### config.mk
export PLATFORM = sky130hd
export DESIGN_NAME = button_event_arbiter
export DESIGN_NICKNAME = d
export VERILOG_FILES = /design/src/rtl/button_event_arbiter.sv
export SDC_FILE = /design/constraint.sdc
export NUM_CORES = 1
export LEC_CHECK = 0
export BUFFER_PORTS_ARGS = -buffer_cell sky130_fd_sc_hd__buf_2
export CAP_MARGIN = 15
export CORE_AREA = 10 10 47 49
export DETAILED_ROUTE_END_ITERATION = 6
export DIE_AREA = 0 0 57 59
export PLACE_DENSITY_LB_ADDON = 0.15
export SYNTH_ARGS = -nofsm -noshare
export SYNTH_HDL_FRONTEND = slang
export SYNTH_SLANG_ARGS = --single-unit
### constraint.sdc
create_clock -name clk_50MHz -period 2.1 [get_ports clk_50MHz]
set_input_delay 0.21 -clock clk_50MHz [delete_from_list [all_inputs] [get_ports clk_50MHz]]
set_output_delay 0.21 -clock clk_50MHz [all_outputs]
set_load 0.01 [all_outputs]
### src/rtl/button_event_arbiter.sv
// button_event_arbiter
//   Collects one-cycle press pulses from up to NUM_REQ debouncers and delivers
//   them one at a time over a valid/ready handshake. Each requester has a
//   pending latch, so a press made while the consumer is busy is not lost.
//
// Build option:
//   RR_ARB_EN  defined   -> round-robin winner selection (tracks last_grant)
//              undefined -> fixed priority, the lowest pending index wins
//
// Ports:
//   clk_50MHz    in   system clock, rising edge
//   rst_n        in   asynchronous active-low reset
//   req_pulse    in   [NUM_REQ] one-cycle press pulses, bit i = requester i
//   evt_valid    out  an event is offered on evt_id
//   evt_id       out  [IDW] index of the requester being delivered
//   evt_ready    in   consumer accepts when evt_valid && evt_ready
//   pending      out  [NUM_REQ] latched presses not yet granted
//   overrun      out  sticky: a press arrived while already pending
//   clr_overrun  in   synchronous clear of overrun (a new overrun wins)
module button_event_arbiter #(
    parameter int NUM_REQ = 4,
    parameter int IDW     = 2
) (
    input  logic               clk_50MHz,
    input  logic               rst_n,
    input  logic [NUM_REQ-1:0] req_pulse,
    output logic               evt_valid,
    output logic [IDW-1:0]     evt_id,
    input  logic               evt_ready,
    output logic [NUM_REQ-1:0] pending,
    output logic               overrun,
    input  logic               clr_overrun
);

    localparam int unsigned NR = NUM_REQ;

    typedef enum logic {
        IDLE  = 1'b0,
        OFFER = 1'b1
    } state_t;

    state_t             state_q;
    logic               evt_valid_q;
    logic [IDW-1:0]     evt_id_q;
    logic [NUM_REQ-1:0] pending_q;
    logic [NUM_REQ-1:0] pending_d;
    logic               overrun_q;
    logic               overrun_d;
`ifdef RR_ARB_EN
    logic [IDW-1:0]     last_grant_q;
`endif

    logic [IDW-1:0]     win_idx;
    logic               win_found;
    logic               grant;
    logic [NUM_REQ-1:0] grant_vec;
    logic               ovr_set;

    // Winner selection over the registered pending vector.
    always_comb begin
        win_idx   = '0;
        win_found = 1'b0;
`ifdef RR_ARB_EN
        // Scan last_grant+1 .. last_grant+NR, wrapping modulo NR.
        for (int unsigned k = 1; k <= NR; k++) begin
            int unsigned idx;
            idx = 32'(last_grant_q) + k;
            if (idx >= NR) begin
                idx = idx - NR;
            end
            if (!win_found && pending_q[idx]) begin
                win_found = 1'b1;
                win_idx   = IDW'(idx);
            end
        end
`else
        for (int unsigned i = 0; i < NR; i++) begin
            if (!win_found && pending_q[i]) begin
                win_found = 1'b1;
                win_idx   = IDW'(i);
            end
        end
`endif
    end

    always_comb begin
        grant     = (state_q == IDLE) && win_found;
        grant_vec = grant ? (NUM_REQ'(1) << win_idx) : '0;
        // A pulse on the requester being granted this cycle is a fresh press,
        // so the grant clear is applied before the new pulses are OR-ed in.
        pending_d = (pending_q & ~grant_vec) | req_pulse;
        ovr_set   = |(req_pulse & pending_q & ~grant_vec);
        overrun_d = ovr_set | (overrun_q & ~clr_overrun);
    end

    always_ff @(posedge clk_50MHz or negedge rst_n) begin
        if (!rst_n) begin
            state_q      <= IDLE;
            evt_valid_q  <= 1'b0;
            evt_id_q     <= '0;
            pending_q    <= '0;
            overrun_q    <= 1'b0;
`ifdef RR_ARB_EN
            last_grant_q <= IDW'(NUM_REQ - 1);
`endif
        end else begin
            pending_q <= pending_d;
            overrun_q <= overrun_d;
            case (state_q)
                IDLE: begin
                    if (grant) begin
                        evt_id_q     <= win_idx;
                        evt_valid_q  <= 1'b1;
`ifdef RR_ARB_EN
                        last_grant_q <= win_idx;
`endif
                        state_q      <= OFFER;
                    end
                end
                OFFER: begin
                    // evt_valid is always high here; hold until accepted.
                    if (evt_ready) begin
                        evt_valid_q <= 1'b0;
                        state_q     <= IDLE;
                    end
                end
            endcase
        end
    end

    assign evt_valid = evt_valid_q;
    assign evt_id    = evt_id_q;
    assign pending   = pending_q;
    assign overrun   = overrun_q;

endmodule

# [Word level (Yosys, flattened, before mapping)]
# Index checks and enable logic that the tools add are counted.
[totals] reg_bits=9 inputBits=8
[op_classes] n_eq_ne=2 shift=1 mux=14 n_bitwise=9 reduce_logical=10
[ops] op="bitwise AND 4 bit" count=3
[ops] op="2-to-1 mux 1 bit" count=9
[ops] op="logical AND 1 bit" count=4
[ops] op="2-to-1 mux 2 bit" count=2
[ops] op="2-to-1 mux 4 bit" count=1
[ops] op="inequality test 2 bit, second input constant" count=2
[ops] op="inverter 4 bit" count=1
[ops] op="bitwise OR 4 bit" count=1
[ops] op="case mux 1 bit (2 select lines)" count=2
[ops] op="AND reduction 2 bit" count=2
[ops] op="OR reduction 4 bit" count=1
[ops] op="<< shifter 1 x 2 -> 4 bit, first input constant" count=1
[ops] op="zero test 1 bit" count=3
[ops] op="inverter 1 bit" count=2
[ops] op="bitwise AND 1 bit" count=1
[ops] op="bitwise OR 1 bit" count=1

# [Longest topological paths before layout]
[depth] depth_word=16 depth_mapped=4 ltp_nobuf=3

# [Worst setup path after synthesis]
# No wires, ideal clock.
[synth_path] path_kind="flip-flop to flip-flop" from="register pending_q[0] (netlist: pending[0])" to="register overrun_q (netlist: overrun)" arrival_ps=1086 t_required_ps=1961 slack_ps=875 path_stages_with_launch=4 path_buffers=0 period_less_slack_ps=1225 cell_sequence="dfrtp_1 > or3_4 > a22oi_2 > o2111ai_1"
[synth_via] elab_chain_cells=16
[synth_rtl] element="start, declared" line="45" text="logic [NUM_REQ-1:0] pending_q;"
[synth_rtl] element="start signal, assigned" line="107" text="pending_q <= pending_d;"
[synth_rtl] element="2-to-1 mux 1 bit" line="78" text="if (!win_found && pending_q[i]) begin"
[synth_rtl] element="zero test 1 bit" line="78"
[synth_rtl] element="logical AND 1 bit" line="78"
[synth_rtl] element="2-to-1 mux 1 bit" line="78"
[synth_rtl] element="zero test 1 bit" line="78"
[synth_rtl] element="logical AND 1 bit" line="78"
[synth_rtl] element="2-to-1 mux 1 bit" line="78"
[synth_rtl] element="zero test 1 bit" line="78"
[synth_rtl] element="logical AND 1 bit" line="78"
[synth_rtl] element="2-to-1 mux 2 bit or 2-to-1 mux 1 bit (tied branches)" line="78"
[synth_rtl] element="<< shifter 1 x 2 -> 4 bit or logical AND 1 bit (tied branches)" line="88, 87"
[synth_rtl] element="2-to-1 mux 4 bit" line="88" text="grant_vec = grant ? (NUM_REQ'(1) << win_idx) : '0;"
[synth_rtl] element="inverter 4 bit" line="92" text="ovr_set = |(req_pulse & pending_q & ~grant_vec);"
[synth_rtl] element="bitwise AND 4 bit (*)" line="92"
[synth_rtl] element="OR reduction 4 bit (*)" line="92"
[synth_rtl] element="bitwise OR 1 bit (*)" line="93" text="overrun_d = ovr_set | (overrun_q & ~clr_overrun);"
[synth_rtl] element="named net overrun_d" line="48" text="logic overrun_d;"
[synth_rtl] element="end signal, assigned" line="108" text="overrun_q <= overrun_d;"
[synth_rtl] element="end, declared" line="47" text="logic overrun_q;"
# Mark *: on every way through the listed nets, which the timed path passes. The rest lies on a longest branch.
# A chain may end at the register's enable or synchronous reset.

# [Final worst setup path]
# Ends and elaborated chain as after synthesis.

==> metrics <==
CTS Root Buffer Type sky130_fd_sc_hd__clkbuf_4; cell count after synthesis 36; GRT overflow 0; Worst Hold Depth 2; average via count per standard cell 4.803; Yosys warning count 0; slew at the pin closest to its max-slew limit 314.5 ps; Worst Min Path Start req_pulse[0]; initial cell density of the core 0.2848; number of fillers in the final layout 159; Synth cell types 20; worst-case hold path end point pending[0]$_DFF_PN0_; number of gates resized after cts 0; destination of the worst register-to-register timing path overrun$_DFF_PN0_; headroom to the max-slew limit 0.7903; TritonCTS clock tree done; DR WL/cell 14.41 um; count of inserted antenna diode cells 0; buffers added on ports 15; number of remaining DRC errors 0; proportion of register bits with asynchronous set or reset after synthesis 1.000; layout cells sized above 1 0.4000; Die Height between 50 and 60 um; worst min-delay path class primary input to flop; number of antenna violations at the first check in global routing 0; unrepaired setup endpoints after global routing false; Setup Viol. Count Final 0; clock input transition at the sequential cells of the worst setup and hold paths 60 ps; depth of the most critical reg-to-reg path 3; chip width 57 um; grt met1 use 0.06909; leakage power 0.2420 nW; Min Clock Period, post-route 1247 ps; startpoint kind of the worst setup timing path flop; Global Route Usage Sum 0.06443; post-route fraction of the period consumed by the critical path 0.5936; signal arrival time at the worst endpoint 1380 ps; sequential element share of the synthesized area 0.5643; count of clock tree sinks 9; later-pin clock latency in the skew report 270 ps; maximum ir drop on the vdd rail 0.2060 mV; placeable core region 0.001401 mm2; top cell type's share of synthesized area 0.5643; Final Core Density 0.3732; Synth area leaders sky130_fd_sc_hd__dfrtp_1 56%, sky130_fd_sc_hd__a21o_2 4.4%, sky130_fd_sc_hd__a21oi_1 3.8%; Final Net Count 64; Syn Std Cell Area 399.1 um2; number of global-route vias before repair 372; maximum fanout along the worst path 7; site row count 14; flops & latches, synth 9; Longest Clk Path Bufs 2; area overhead of the layout relative to synthesis 31.03%; met2 global-route usage 0.09457; peak-usage layer in the global routing report met2; GPL Wtd Cong 0.7396; status complete, no violations; Hold Fails Final Rpt 0; count of TritonRoute iterations in the first routing pass 4; count of final max-slew check failures 0; critical path required time 2240 ps; list of most frequent post-synthesis cells 9 x sky130_fd_sc_hd__dfrtp_1, 4 x sky130_fd_sc_hd__nor2_1, 3 x sky130_fd_sc_hd__a21oi_1, 3 x sky130_fd_sc_hd__inv_1, 2 x sky130_fd_sc_hd__a21o_2; first-iteration detailed-routing DRC count 4; Synth Area per Inst 11.09 um2; DPL Wire Length 774.8 um; total negative slack 0 ps; total clock buffers created by CTS 3; number of maximum-capacitance constraint violations 0; aggregate routed wire length 1023 um; DIE AREA about 0.0034 mm2; wire length of the first global-routing pass 1683 um; Register-to-Register Setup Slack 850 ps; nets in the synthesized netlist 44; number of vias after detailed routing approximately 340; Power Density 735.6 mW/mm2; sort of element at the end of the critical path flop; count of nets left with antenna violations after detail routing 0; Ports 16; H-tree Lvls 1; count leader, synth sky130_fd_sc_hd__dfrtp_1; largest net degree at the start of global routing 12; Critical R2R Launch pending[0]$_DFF_PN0_; critical setup path kind flop to flop; ys flop type sky130_fd_sc_hd__dfrtp_1; f_max 0.8022 GHz; cell taking the most area after synthesis sky130_fd_sc_hd__dfrtp_1; number of synthesized flops with an enable pin 0; global routing usage on met3 0.03219; total power of the final layout 0.3847 mW; clock skew after layout 5.134 ps
## through the flow
step           cell area [um2]  hold slack [ps]  worst slack (ps)  cells
2_1_floorplan            399.1           -85.59             874.8     36
3_5_place_dp             486.7            76.56             854.1     66
3_3_place_gp             486.7            77.66             853.5     66
5_1_grt                  523.0            142.6             785.5     71
4_1_cts                  523.0            140.5             842.9     71
6_report                 523.0            144.0             853.4     71
## layout make-up
cell class                      instances  area [um2]  share of cell area
Sequential cell                         9       225.2              0.4306
Timing Repair Buffer                   16       85.08              0.1627
Clock buffer                            4       26.28             0.05024
Tap cell                               16       20.02             0.03828
Inverter                                3       11.26             0.02153
Multi-Input combinational cell         23       155.1              0.2967
## what timing repair did
action,CTS,global route
buffers inserted,0,0
endpoints found under the hold margin,9,0
endpoints found under the setup margin,0,0
hold buffers,1,0
## metal layers
layer / routed length, um / part of all wire
met2: 457 / 0.45
met5: 0 / 0
met3: 84 / 0.082
met4: 37 / 0.036
met1: 444 / 0.43
## cells by family (layout without fill, tap and decap cells)
kind of cell           Yosys count  after routing  synth area share
DFF                              9              9            0.5643
buffers and inverters            4             23           0.04703
AOI/OAI and AO/OA               15             15            0.2853
and+or+nand+nor                  8              8            0.1034
## worst max-delay path, cell delays in order, from the launching register on
cell and delay [ps]:
sky130_fd_sc_hd__dfrtp_1 440, sky130_fd_sc_hd__or3_4 440, sky130_fd_sc_hd__a22oi_2 120, sky130_fd_sc_hd__o2111ai_1 110
## report_power, final
part / switching [mW] / internal (mW)
logic: 0.0245 / 0.0255
registers: 0.0121 / 0.185
clock network: 0.0644 / 0.0734
## flip-flops by register name, summed over array words and instances (netlist names)
signal and count:
overrun 1, evt_valid 1, evt_id 2, state_q 1, pending 4
## cells in the final DEF, fill, tap and decap left out, drive strengths merged
| cell type | count |
|---|---|
| a21o | 2 |
| dlygate4sd3 | 1 |
| o22a | 1 |
| o21a | 1 |
| inv | 3 |
| dfrtp | 9 |
| or3 | 1 |
| clkbuf | 4 |
| o21ai | 1 |
| nand3 | 1 |
| nand2b | 1 |
| buf | 15 |
| o22ai | 1 |
| o211ai | 1 |
| a21oi | 3 |
| o21bai | 1 |
| nand2 | 1 |
| nor2 | 4 |
| a22oi | 1 |
| o31a | 1 |
| o2111ai | 1 |
| a32oi | 1 |
## how the worst max path moves through the flow
stage                         startpoint                    to  slack (ps)  depth (start not counted)
floorplan           pending[0]$_DFF_PN0_     overrun$_DFF_PN0_         870                          3
global placement    pending[0]$_DFF_PN0_     overrun$_DFF_PN0_         850                          3
detailed placement  pending[0]$_DFF_PN0_     overrun$_DFF_PN0_         850                          3
CTS                 pending[0]$_DFF_PN0_     overrun$_DFF_PN0_         840                          3
global route           state_q$_DFF_PN0_  pending[3]$_DFF_PN0_         790                          3
finish              pending[0]$_DFF_PN0_     overrun$_DFF_PN0_         850                          3
(Power assumes the default switching activity.)
